[config.mk]
export PLATFORM = sky130hd
export DESIGN_NAME = video_stream_aligner_flat
export DESIGN_NICKNAME = d
export VERILOG_FILES = /design/src/rtl/video_stream_aligner_pkg.sv /design/src/rtl/video_stream_aligner_if.sv /design/src/rtl/video_stream_aligner_tap_delay_line.sv /design/src/rtl/video_stream_aligner.sv /design/src/flat_wrapper.sv
export SDC_FILE = /design/constraint.sdc
export NUM_CORES = 1
export LEC_CHECK = 0
export CORE_ASPECT_RATIO = 0.9
export CORE_MARGIN = 3
export CORE_UTILIZATION = 25
export DETAILED_ROUTE_END_ITERATION = 8
export DONT_BUFFER_PORTS = 1
export PLACE_DENSITY = 0.38
export REMOVE_ABC_BUFFERS = 1
export SLEW_MARGIN = 20
export SYNTH_ARGS = -nofsm -noshare
export SYNTH_HDL_FRONTEND = slang
export SYNTH_SLANG_ARGS = --single-unit
[constraint.sdc]
create_clock -name clk -period 2.95 [get_ports clk]
set_input_delay 0.1475 -clock clk [delete_from_list [all_inputs] [get_ports clk]]
set_output_delay 0.1475 -clock clk [all_outputs]
set_load 0.005 [all_outputs]
[src/rtl/video_stream_aligner_pkg.sv]
// Shared constants and the delay-clamping helper for the video stream aligner.
package video_stream_aligner_pkg;

    localparam int unsigned DEFAULT_DELAY = 6;
    localparam int unsigned A_W           = 8;
    localparam int unsigned DELAY_W       = 7;

    // A zero delay would select a stage that does not exist, so it is raised to 1.
    function automatic logic [DELAY_W-1:0] clamp_delay(input logic [DELAY_W-1:0] req,
                                                       input int unsigned        max_delay);
        logic [DELAY_W-1:0] max_v;
        max_v = DELAY_W'(max_delay);
        if (req == '0) begin
            return DELAY_W'(1);
        end
        if (req > max_v) begin
            return max_v;
        end
        return req;
    endfunction

endpackage

[src/rtl/video_stream_aligner_if.sv]
// Source, transmission-map and atmospheric-light streams entering and leaving the aligner.
interface video_stream_aligner_if #(
    parameter int unsigned DATA_W = 24,
    parameter int unsigned TX_W   = 8
);
    import video_stream_aligner_pkg::*;

    logic              per_src_frame_vsync;
    logic              per_src_frame_href;
    logic              per_src_frame_clken;
    logic [DATA_W-1:0] per_img;

    logic              per_tx_frame_vsync;
    logic              per_tx_frame_href;
    logic              per_tx_frame_clken;
    logic [TX_W-1:0]   per_tx_img;

    logic [A_W-1:0]    per_A;

    logic              post_src_frame_vsync;
    logic              post_src_frame_href;
    logic              post_src_frame_clken;
    logic [DATA_W-1:0] post_img;

    logic              post_tx_frame_vsync;
    logic              post_tx_frame_href;
    logic              post_tx_frame_clken;
    logic [TX_W-1:0]   post_tx_img;

    logic [A_W-1:0]    post_A;

    modport master (
        output per_src_frame_vsync, per_src_frame_href, per_src_frame_clken, per_img,
        output per_tx_frame_vsync, per_tx_frame_href, per_tx_frame_clken, per_tx_img,
        output per_A,
        input  post_src_frame_vsync, post_src_frame_href, post_src_frame_clken, post_img,
        input  post_tx_frame_vsync, post_tx_frame_href, post_tx_frame_clken, post_tx_img,
        input  post_A
    );

    modport slave (
        input  per_src_frame_vsync, per_src_frame_href, per_src_frame_clken, per_img,
        input  per_tx_frame_vsync, per_tx_frame_href, per_tx_frame_clken, per_tx_img,
        input  per_A,
        output post_src_frame_vsync, post_src_frame_href, post_src_frame_clken, post_img,
        output post_tx_frame_vsync, post_tx_frame_href, post_tx_frame_clken, post_tx_img,
        output post_A
    );

endinterface

[src/rtl/video_stream_aligner_tap_delay_line.sv]
// Fixed-depth shift register with a run-time selectable output tap (tap 0 = 1 cycle latency).
module tap_delay_line #(
    parameter int unsigned WIDTH = 8,
    parameter int unsigned DEPTH = 16,
    parameter int unsigned TAP_W = (DEPTH > 1) ? $clog2(DEPTH) : 1
) (
    input  logic             clk,
    input  logic             rst,
    input  logic [WIDTH-1:0] din,
    input  logic [TAP_W-1:0] tap,
    output logic [WIDTH-1:0] dout
);

    logic [WIDTH-1:0] stage_q [DEPTH];

    always_ff @(posedge clk) begin
        if (rst) begin
            for (int i = 0; i < int'(DEPTH); i++) begin
                stage_q[i] <= '0;
            end
        end else begin
            stage_q[0] <= din;
            for (int i = 1; i < int'(DEPTH); i++) begin
                stage_q[i] <= stage_q[i-1];
            end
        end
    end

    // Out-of-range taps read as zero rather than indexing past the chain.
    always_comb begin
        dout = '0;
        for (int i = 0; i < int'(DEPTH); i++) begin
            if (int'(tap) == i) begin
                dout = stage_q[i];
            end
        end
    end

endmodule

[src/rtl/video_stream_aligner.sv]
// Delays the source stream to line up with the transmission map, latches A once per output
// frame and counts cycles where the two streams' timing disagrees.
module video_stream_aligner
    import video_stream_aligner_pkg::*;
#(
    parameter int unsigned DATA_W    = 24,
    parameter int unsigned TX_W      = 8,
    parameter int unsigned MAX_DELAY = 16,
    parameter int unsigned CNT_W     = 16
) (
    input  logic                  clk,
    input  logic                  rst,
    input  logic [DELAY_W-1:0]    cfg_delay,
    video_stream_aligner_if.slave bus,
    output logic [DELAY_W-1:0]    active_delay,
    output logic                  align_err,
    output logic [CNT_W-1:0]      err_cnt
);

    localparam int unsigned LINE_W = DATA_W + 3;
    localparam int unsigned TAP_W  = (MAX_DELAY > 1) ? $clog2(MAX_DELAY) : 1;
    localparam logic [DELAY_W-1:0] RESET_DELAY =
        DELAY_W'((DEFAULT_DELAY < MAX_DELAY) ? DEFAULT_DELAY : MAX_DELAY);
    localparam logic [CNT_W-1:0] CNT_MAX = '1;

    logic [LINE_W-1:0]  line_in;
    logic [LINE_W-1:0]  line_out;
    logic [TAP_W-1:0]   tap;
    logic [TX_W-1:0]    tx_img;

    logic               src_vsync_q;
    logic               post_vsync_q;
    logic               src_rise;
    logic               post_rise;
    logic               mismatch;
    logic [DELAY_W-1:0] active_delay_q, active_delay_d;
    logic [A_W-1:0]     post_a_q, post_a_d;
    logic               align_err_q, align_err_d;
    logic [CNT_W-1:0]   err_cnt_q, err_cnt_d;

    // Transmission stream is already aligned by construction; it is only forwarded.
    assign tx_img                  = bus.per_tx_img;
    assign bus.post_tx_img         = tx_img;
    assign bus.post_tx_frame_vsync = bus.per_tx_frame_vsync;
    assign bus.post_tx_frame_href  = bus.per_tx_frame_href;
    assign bus.post_tx_frame_clken = bus.per_tx_frame_clken;

    assign line_in = {bus.per_src_frame_vsync, bus.per_src_frame_href,
                      bus.per_src_frame_clken, bus.per_img};
    assign tap     = TAP_W'(active_delay_q - DELAY_W'(1));

    tap_delay_line #(
        .WIDTH (LINE_W),
        .DEPTH (MAX_DELAY),
        .TAP_W (TAP_W)
    ) u_delay (
        .clk  (clk),
        .rst  (rst),
        .din  (line_in),
        .tap  (tap),
        .dout (line_out)
    );

    assign {bus.post_src_frame_vsync, bus.post_src_frame_href,
            bus.post_src_frame_clken, bus.post_img} = line_out;

    always_comb begin
        src_rise  = bus.per_src_frame_vsync & ~src_vsync_q;
        post_rise = bus.post_src_frame_vsync & ~post_vsync_q;
        mismatch  = (bus.post_src_frame_href != bus.per_tx_frame_href) |
                    (bus.post_src_frame_clken != bus.per_tx_frame_clken);

        active_delay_d = active_delay_q;
        if (src_rise) begin
            active_delay_d = clamp_delay(cfg_delay, MAX_DELAY);
        end

        post_a_d = post_a_q;
        if (post_rise) begin
            post_a_d = bus.per_A;
        end

        align_err_d = align_err_q | mismatch;

        err_cnt_d = err_cnt_q;
        if (mismatch && (err_cnt_q != CNT_MAX)) begin
            err_cnt_d = err_cnt_q + CNT_W'(1);
        end
    end

    // Edge detectors clear to "previous = 0" so vsync held high through reset counts as a rise.
    always_ff @(posedge clk) begin
        if (rst) begin
            src_vsync_q    <= 1'b0;
            post_vsync_q   <= 1'b0;
            active_delay_q <= RESET_DELAY;
            post_a_q       <= '0;
            align_err_q    <= 1'b0;
            err_cnt_q      <= '0;
        end else begin
            src_vsync_q    <= bus.per_src_frame_vsync;
            post_vsync_q   <= bus.post_src_frame_vsync;
            active_delay_q <= active_delay_d;
            post_a_q       <= post_a_d;
            align_err_q    <= align_err_d;
            err_cnt_q      <= err_cnt_d;
        end
    end

    assign active_delay = active_delay_q;
    assign bus.post_A   = post_a_q;
    assign align_err    = align_err_q;
    assign err_cnt      = err_cnt_q;

endmodule

[src/flat_wrapper.sv]
// flat-port wrapper written by rule: the top's interface ports become plain ports
module video_stream_aligner_flat import video_stream_aligner_pkg::*;
#(
    parameter int unsigned DATA_W    = 24,
    parameter int unsigned TX_W      = 8,
    parameter int unsigned MAX_DELAY = 16,
    parameter int unsigned CNT_W     = 16
)
  (clk, rst, cfg_delay, active_delay, align_err, err_cnt, bus_per_src_frame_vsync, bus_per_src_frame_href, bus_per_src_frame_clken, bus_per_img, bus_per_tx_frame_vsync, bus_per_tx_frame_href, bus_per_tx_frame_clken, bus_per_tx_img, bus_per_A, bus_post_src_frame_vsync, bus_post_src_frame_href, bus_post_src_frame_clken, bus_post_img, bus_post_tx_frame_vsync, bus_post_tx_frame_href, bus_post_tx_frame_clken, bus_post_tx_img, bus_post_A);
  video_stream_aligner_if #(.DATA_W(DATA_W), .TX_W(TX_W)) bus_i ();
  input  logic clk;
  input  logic rst;
  input  logic [DELAY_W-1:0] cfg_delay;
  output logic [DELAY_W-1:0] active_delay;
  output logic align_err;
  output logic [CNT_W-1:0] err_cnt;
  input wire logic [$bits(bus_i.per_src_frame_vsync)-1:0] bus_per_src_frame_vsync;
  input wire logic [$bits(bus_i.per_src_frame_href)-1:0] bus_per_src_frame_href;
  input wire logic [$bits(bus_i.per_src_frame_clken)-1:0] bus_per_src_frame_clken;
  input wire logic [$bits(bus_i.per_img)-1:0] bus_per_img;
  input wire logic [$bits(bus_i.per_tx_frame_vsync)-1:0] bus_per_tx_frame_vsync;
  input wire logic [$bits(bus_i.per_tx_frame_href)-1:0] bus_per_tx_frame_href;
  input wire logic [$bits(bus_i.per_tx_frame_clken)-1:0] bus_per_tx_frame_clken;
  input wire logic [$bits(bus_i.per_tx_img)-1:0] bus_per_tx_img;
  input wire logic [$bits(bus_i.per_A)-1:0] bus_per_A;
  output wire logic [$bits(bus_i.post_src_frame_vsync)-1:0] bus_post_src_frame_vsync;
  output wire logic [$bits(bus_i.post_src_frame_href)-1:0] bus_post_src_frame_href;
  output wire logic [$bits(bus_i.post_src_frame_clken)-1:0] bus_post_src_frame_clken;
  output wire logic [$bits(bus_i.post_img)-1:0] bus_post_img;
  output wire logic [$bits(bus_i.post_tx_frame_vsync)-1:0] bus_post_tx_frame_vsync;
  output wire logic [$bits(bus_i.post_tx_frame_href)-1:0] bus_post_tx_frame_href;
  output wire logic [$bits(bus_i.post_tx_frame_clken)-1:0] bus_post_tx_frame_clken;
  output wire logic [$bits(bus_i.post_tx_img)-1:0] bus_post_tx_img;
  output wire logic [$bits(bus_i.post_A)-1:0] bus_post_A;
  assign bus_i.per_src_frame_vsync = bus_per_src_frame_vsync;
  assign bus_i.per_src_frame_href = bus_per_src_frame_href;
  assign bus_i.per_src_frame_clken = bus_per_src_frame_clken;
  assign bus_i.per_img = bus_per_img;
  assign bus_i.per_tx_frame_vsync = bus_per_tx_frame_vsync;
  assign bus_i.per_tx_frame_href = bus_per_tx_frame_href;
  assign bus_i.per_tx_frame_clken = bus_per_tx_frame_clken;
  assign bus_i.per_tx_img = bus_per_tx_img;
  assign bus_i.per_A = bus_per_A;
  assign bus_post_src_frame_vsync = bus_i.post_src_frame_vsync;
  assign bus_post_src_frame_href = bus_i.post_src_frame_href;
  assign bus_post_src_frame_clken = bus_i.post_src_frame_clken;
  assign bus_post_img = bus_i.post_img;
  assign bus_post_tx_frame_vsync = bus_i.post_tx_frame_vsync;
  assign bus_post_tx_frame_href = bus_i.post_tx_frame_href;
  assign bus_post_tx_frame_clken = bus_i.post_tx_frame_clken;
  assign bus_post_tx_img = bus_i.post_tx_img;
  assign bus_post_A = bus_i.post_A;
  video_stream_aligner #(.DATA_W(DATA_W), .TX_W(TX_W), .MAX_DELAY(MAX_DELAY), .CNT_W(CNT_W)) u_core (.clk(clk), .rst(rst), .cfg_delay(cfg_delay), .bus(bus_i), .active_delay(active_delay), .align_err(align_err), .err_cnt(err_cnt));
endmodule
# --- After elaboration in Yosys (flattened, before gate mapping) ---
# Memory sizes are Yosys's and may differ from the RTL's.
# Index checks and enable logic that the tools add are counted.
# Widths: inputs -> output; s select.
totals:
  word_cells: 97
  memories: 1
  ramBits: 432
  regBits: 34
  input_bits: 55
  output_inout_bits: 70
mem_list:
  columns: ["name", "depth", "width", "read_ports", "rd_ports_with_merged_regs", "write_ports", "line", "source"]
  rows:
  - ["u_core.u_delay.stage_q", 16, 27, 16, 0, 16, "video_stream_aligner_tap_delay_line.sv:14", "logic [WIDTH-1:0] stage_q [DEPTH];"]
classes:
  muxes: 44
  addsub: 2
  n_lt_le_gt_ge: 1
  reduce_logical: 3
  n_eq_ne: 18
  bitwise_logic: 22
ops:
  columns: ["operator", "count"]
  rows:
  - ["$mux 27", 32]
  - ["$eq 4x4->1 const B", 8]
  - ["$mux 7", 4]
  - ["$or 1x1->1", 18]
  - ["$add 16x1->16 const B", 1]
  - ["$eq 4x3->1 const B", 4]
  - ["$ne 16x16->1 const B", 1]
  - ["$eq 4x2->1 const B", 2]
  - ["$mux 1", 8]
  - ["$gt 7x5->1 const B", 1]
  - ["$logic_not 7->1", 1]
  - ["$eq 4x1->1 const B", 1]
  - ["$logic_not 4->1", 1]
  - ["$sub 4x1->4 const B", 1]
  - ["$and 1x1->1", 2]
  - ["$ne 1x1->1", 2]
  - ["$not 1->1", 2]
  - ["$logic_and 1x1->1", 1]

# --- Depth between registers and ports, before layout ---
logic_depth:
  word_depth: 21
  mapped_depth: 13
  mapped_depth_nobuf: 8

# --- Hierarchy ---
# Synthesis repeated with hierarchy kept, for this count alone.
unflattened:
  hier_cells: 1682
  area_unflattened_um2: 17625.7
modules_own_cells:
  columns: ["mod", "n_inst", "area_per_inst_um2", "cells_per_inst", "seq_area_each_um2"]
  rows:
  - ["tap_delay_line", 1, 15985.3, 1504, 8648.3]
  - ["video_stream_aligner", 1, 1640.3, 178, 680.7]

# --- Worst setup path before layout ---
# Ideal clock, no wire load.
synth_timing:
  kind: "reg2reg"
  start: "reg u_core.active_delay_q[2], in the netlist u_core.active_delay[2]"
  end: "reg u_core.err_cnt_q[5], in the netlist u_core.err_cnt[5]"
  required_ps: 2829
  setup_time_ps: 121
  arrival_time_ps: 2619
  period_less_slack_ps: 2740
  path_slack_ps: 210
  path_buffers: 1
  path_stages_with_launch: 10
  path_cell_list: "dfxtp_1 -> mux2_1 -> a221o_1 -> a32o_1 -> or4b_1 -> o211a_2 -> a31oi_4 -> buf_6 -> nor3_1 -> mux2_4"
synth_via:
  elab_chain_len: 21
  elab_cells_between_ends: 37
  cone_classes: "1 x add/sub; 17 x eq/ne; 16 x mux; 1 x bitwise; 2 x reduce/logical"
synth_rtl:
  columns: ["item", "line", "source"]
  rows:
  - ["from (decl)", "video_stream_aligner.sv:36", "logic [DELAY_W-1:0] active_delay_q, active_delay_d;"]
  - ["from (signal assigned)", "video_stream_aligner.sv:103", "active_delay_q <= active_delay_d;"]
  - ["$sub 4x1->4 (*)", "video_stream_aligner.sv:50", "assign tap = TAP_W'(active_delay_q - DELAY_W'(1));"]
  - ["$logic_not 4->1", "video_stream_aligner_tap_delay_line.sv:33", "if (int'(tap) == i) begin"]
  - ["$mux 27 (15 in series)", "video_stream_aligner_tap_delay_line.sv:33", null]
  - ["$mux 27 (*)", "video_stream_aligner_tap_delay_line.sv:33", null]
  - ["$ne 1x1->1, on equally long branches", "video_stream_aligner.sv:70, video_stream_aligner.sv:71", null]
  - ["$or 1x1->1 (*)", "video_stream_aligner.sv:70", "mismatch = (bus.post_src_frame_href != bus.per_tx_frame_href) |"]
  - ["$logic_and 1x1->1 (*)", "video_stream_aligner.sv:86", "if (mismatch && (err_cnt_q != CNT_MAX)) begin"]
  - ["to (signal assigned)", "video_stream_aligner.sv:106", "err_cnt_q <= err_cnt_d;"]
  - ["to (decl)", "video_stream_aligner.sv:39", "logic [CNT_W-1:0] err_cnt_q, err_cnt_d;"]
# Mark *: on every way between the ends. The rest lies on a longest branch, timed or not.
# A chain may end at the register's enable or synchronous reset.

# --- Worst setup path after layout ---
# Ends and elaborated chain as after synthesis.

==> run summary <==
Status
- finished with violations — status
- negative setup slack — failing checks

CTS
- done — clock tree from TritonCTS
- 2 — H-tree depth
- 465 — clock sink count
- sky130_fd_sc_hd__clkbuf_16 — cell at the root of the clock tree
- 3 — largest buffer count on any clock path
- 0.06 ns — register clock-pin slew on the reported worst setup and hold paths
- 0.59 ns — Clock Latency Late Sink
- 53 — number of buffers added by the clock tree synthesis step

Detailed routing
- 4.48 — ratio of routed vias to standard cells
- 52100 um — total wire length
- 631 — violation count after the first detailed-routing iteration
- 17.5 um — average detailed-routed wire length per instance
- 0 — Detail Route Antenna Nets
- 13298 — vias after detailed routing
- 7 — Pre-Repair DR Iteration Count
- 0 — DRC violation count after routing

Final layout
- 44.1% — area grow syn2layout
- 15.5% — fraction of layout instances using a drive strength above 1
- 2114 — Layout Nets

Hold path
- in -> reg — worst min-delay path class
- 5 — worst hold path cell count
- bus_per_tx_frame_clken — Hold Path Origin

Synthesis
- sky130_fd_sc_hd__dfxtp_1 — post-synth top area cell
- sky130_fd_sc_hd__dfxtp_1 — Synth Flop Type
- 55.5% — fraction of post-synthesis cell area in the top cell type by area
- 465 — register bit total from synthesis
- 1666 — number of cells produced by synthesis
- 72 — number of distinct library cells after synthesis
- 16800 um2 — cell area after synthesis
- 0% — share of flip-flops with an asynchronous set or reset
- sky130_fd_sc_hd__dfxtp_1 (55%), sky130_fd_sc_hd__nor2b_1 (17%), sky130_fd_sc_hd__mux2i_1 (2.7%) — most area-consuming cells after synthesis
- 10.1 um2 — mean area per synthesized cell
- 0 — number of warnings issued by yosys
- 55.5% — share of synthesized area occupied by flip-flops and latches
- 0 — number of enable flip-flop cells after synthesis

Timing
- yes — RSZ-0062 raised after global routing
- 329 MHz — peak clock frequency supported by timing
- -0.0867 ns — post-route setup slack
- 0.724 ns — pin slew with the least headroom to its limit
- 0 — Final Hold Violating Endpoints
- 51.7% — slew margin rel.
- 103% — share of the cycle needed by the critical path after routing
- 0.194 ns — Worst Hold Slack
- 3.04 ns — time the worst path needs with I/O delays and setup
- 0.0163 ns — Setup Skew
- 0 — final-report max-slew violation count
- 4 — final setup vio count

GRT
- 1 — initial antenna violation count
- 308 — pin count of the biggest net entering global routing
- 0 — global route overflow
- 79100 um — wire length of the first global-routing pass
- 14.4% — total global routing track utilization
- 13368 — vias in the first global route

Setup path
- reg -> reg — critical setup path kind
- 7 — largest fanout of any net on the critical path
- u_core.active_delay[2]$_SDFFE_PP1P_ — start point of the critical path
- register — Setup crit end kind
- 11 — R2R depth
- register — CP Launch Type
- u_core.active_delay[2]$_SDFFE_PP1P_ — startpoint of the worst register-to-register path
- 3.43 ns — required time reported for the critical path endpoint
- 3.52 ns — crit path DAT

Die
- 66000 um2 — standard cell core area
- 252 um — die height
- 70300 um2 — area of the die
- 125 — ports placed on the boundary
- 279 um — floorplan die width
- 89 — Site Rows
- 25.4% — Initial Utilization

Run
- 0 — number of maximum-capacitance constraint violations

Place
- 0.756 — routability cong.
- 29200 um — HPWL Detailed
- 0 — count of buffers from port buffering

Pwr
- 14.0 mW — overall power of the completed layout
- 581 nW/um2 — pwr/cell area
- 0.000385 V — maximum vdd ir drop
- 9.98 nW — leakage dissipation

==> worst max-delay path, cell delays in order (launching register included) <==
cell,delay (ns)
sky130_fd_sc_hd__dfxtp_4,0.35
sky130_fd_sc_hd__buf_4,0.15
sky130_fd_sc_hd__buf_16,0.13
sky130_fd_sc_hd__nor2b_4,0.12
sky130_fd_sc_hd__a221o_1,0.31
sky130_fd_sc_hd__a32o_2,0.28
sky130_fd_sc_hd__or4b_4,0.54
sky130_fd_sc_hd__o211a_4,0.18
sky130_fd_sc_hd__a31oi_4,0.34
sky130_fd_sc_hd__buf_4,0.19
sky130_fd_sc_hd__nor3_2,0.04
sky130_fd_sc_hd__mux2_4,0.29
==> stage by stage <==
step | setup TNS, ns | setup WS [ns] | cell area [um2] | util, % | std cells
floorplan | -93.74 | -2.30 | 16200 | - | 1528
global placement | 0 | 0.0910 | 18000 | 27.3 | 2487
detailed placement | 0 | 0.0522 | 18000 | 27.3 | 2487
CTS | -0.362 | -0.119 | 23700 | 35.9 | 2946
global route | -1.67 | -0.164 | 24200 | 36.6 | 2966
finish | -0.268 | -0.0867 | 24200 | 36.6 | 2967
==> layer usage <==
metal / wire [um] / up-vias / GRT usage, %
li1: - / 6521 / -
met1: 25300 / 6473 / 19.8
met2: 23400 / 217 / 22.9
met3: 2170 / 87 / 2.91
met4: 1200 / 0 / 4.34
met5: 0 / - / 0
==> cell families after synthesis <==
logic type,share of synthesized area (%)
AO/OA/AOI/OAI,12.6
AND/OR/NAND/NOR,23.1
buffers and inverters,3.92
multiplexers,4.85
flip-flops,55.5
adder cells (fa/ha/maj),0.0746
==> power breakdown <==
group	switching, mW	total [mW]	internal, mW
clock	2.71	6.79	4.08
sequential	0.0546	6.41	6.35
combinational	0.427	0.852	0.425
==> registers in the layout, summed over array words and instances, names as in the netlist <==
| signal | count |
|---|---|
| u_core.bus.post_A | 8 |
| u_core.u_delay.stage_q | 432 |
| u_core.align_err | 1 |
| u_core.err_cnt | 16 |
| u_core.post_vsync_q | 1 |
| u_core.active_delay | 7 |
==> repair_timing <==
action / CTS / global route
setup buffers: 13 / 17
hold buffers: 346 / 0
resized for setup: 62 / 87
cloned: 2 / 3
endpoints found under the hold margin: 465 / 0
pin swaps: 15 / 47
setup endpoints to repair: 22 / 48
==> area by class of cell <==
class | instances | area [um2]
diodes | 2 | 5.00
fillers | 6598 | 41900
flip-flops and latches | 465 | 9320
well taps | 864 | 1080
repair buffers | 474 | 4700
clock buffers | 78 | 1590
inverters | 10 | 40.0
clock inverters | 20 | 208
multi-input cells | 1054 | 7230
==> Yosys cell counts, types with 11 or more instances <==
cell and number:
sky130_fd_sc_hd__a21oi_1 67, sky130_fd_sc_hd__a222oi_1 14, sky130_fd_sc_hd__a22o_1 13, sky130_fd_sc_hd__a22oi_1 12, sky130_fd_sc_hd__a31oi_1 17, sky130_fd_sc_hd__buf_2 16
sky130_fd_sc_hd__buf_4 12, sky130_fd_sc_hd__clkbuf_1 97, sky130_fd_sc_hd__dfxtp_1 465, sky130_fd_sc_hd__mux2_2 21, sky130_fd_sc_hd__mux2i_1 46, sky130_fd_sc_hd__nand2_1 48
sky130_fd_sc_hd__nand2b_1 12, sky130_fd_sc_hd__nor2_1 96, sky130_fd_sc_hd__nor2b_1 446, sky130_fd_sc_hd__nor3_1 11, sky130_fd_sc_hd__o21ai_0 38, sky130_fd_sc_hd__o221ai_1 36
sky130_fd_sc_hd__o22ai_1 41
==> placed cells by master (no fill, tap or decap), types with 7 or more instances in the layout <==
cell type	count
sky130_fd_sc_hd__buf_6	20
sky130_fd_sc_hd__o21ai_0	30
sky130_fd_sc_hd__buf_8	9
sky130_fd_sc_hd__buf_4	90
sky130_fd_sc_hd__o21ai_1	8
sky130_fd_sc_hd__a22oi_1	12
sky130_fd_sc_hd__nand2b_1	11
sky130_fd_sc_hd__o22ai_1	35
sky130_fd_sc_hd__a22o_1	13
sky130_fd_sc_hd__mux2i_1	45
sky130_fd_sc_hd__nor2_1	88
sky130_fd_sc_hd__dfxtp_1	461
sky130_fd_sc_hd__clkbuf_16	55
sky130_fd_sc_hd__a222oi_1	14
sky130_fd_sc_hd__clkbuf_1	10
sky130_fd_sc_hd__inv_1	9
sky130_fd_sc_hd__buf_12	8
sky130_fd_sc_hd__clkbuf_8	13
sky130_fd_sc_hd__mux2_2	21
sky130_fd_sc_hd__a31oi_1	11
sky130_fd_sc_hd__nor3_1	8
sky130_fd_sc_hd__nor2b_1	440
sky130_fd_sc_hd__nand4_1	8
sky130_fd_sc_hd__clkinv_2	14
sky130_fd_sc_hd__dlygate4sd3_1	345
sky130_fd_sc_hd__nand2_1	45
sky130_fd_sc_hd__nand3_1	10
sky130_fd_sc_hd__o221ai_1	32
sky130_fd_sc_hd__a21oi_1	59
sky130_fd_sc_hd__o211ai_1	7
==> path summary, 6_finish.rpt <==
kind / slack (ns) / end
max: -0.09 / u_core.err_cnt[5]$_SDFFE_PP0P_
min: 0.19 / u_core.err_cnt[0]$_SDFFE_PP0P_
min reg2reg: 0.46 / u_core.u_delay.stage_q[1][72]$_SDFF_PP0_
max reg2reg: -0.09 / u_core.err_cnt[5]$_SDFFE_PP0P_
(Power assumes the default switching activity.)
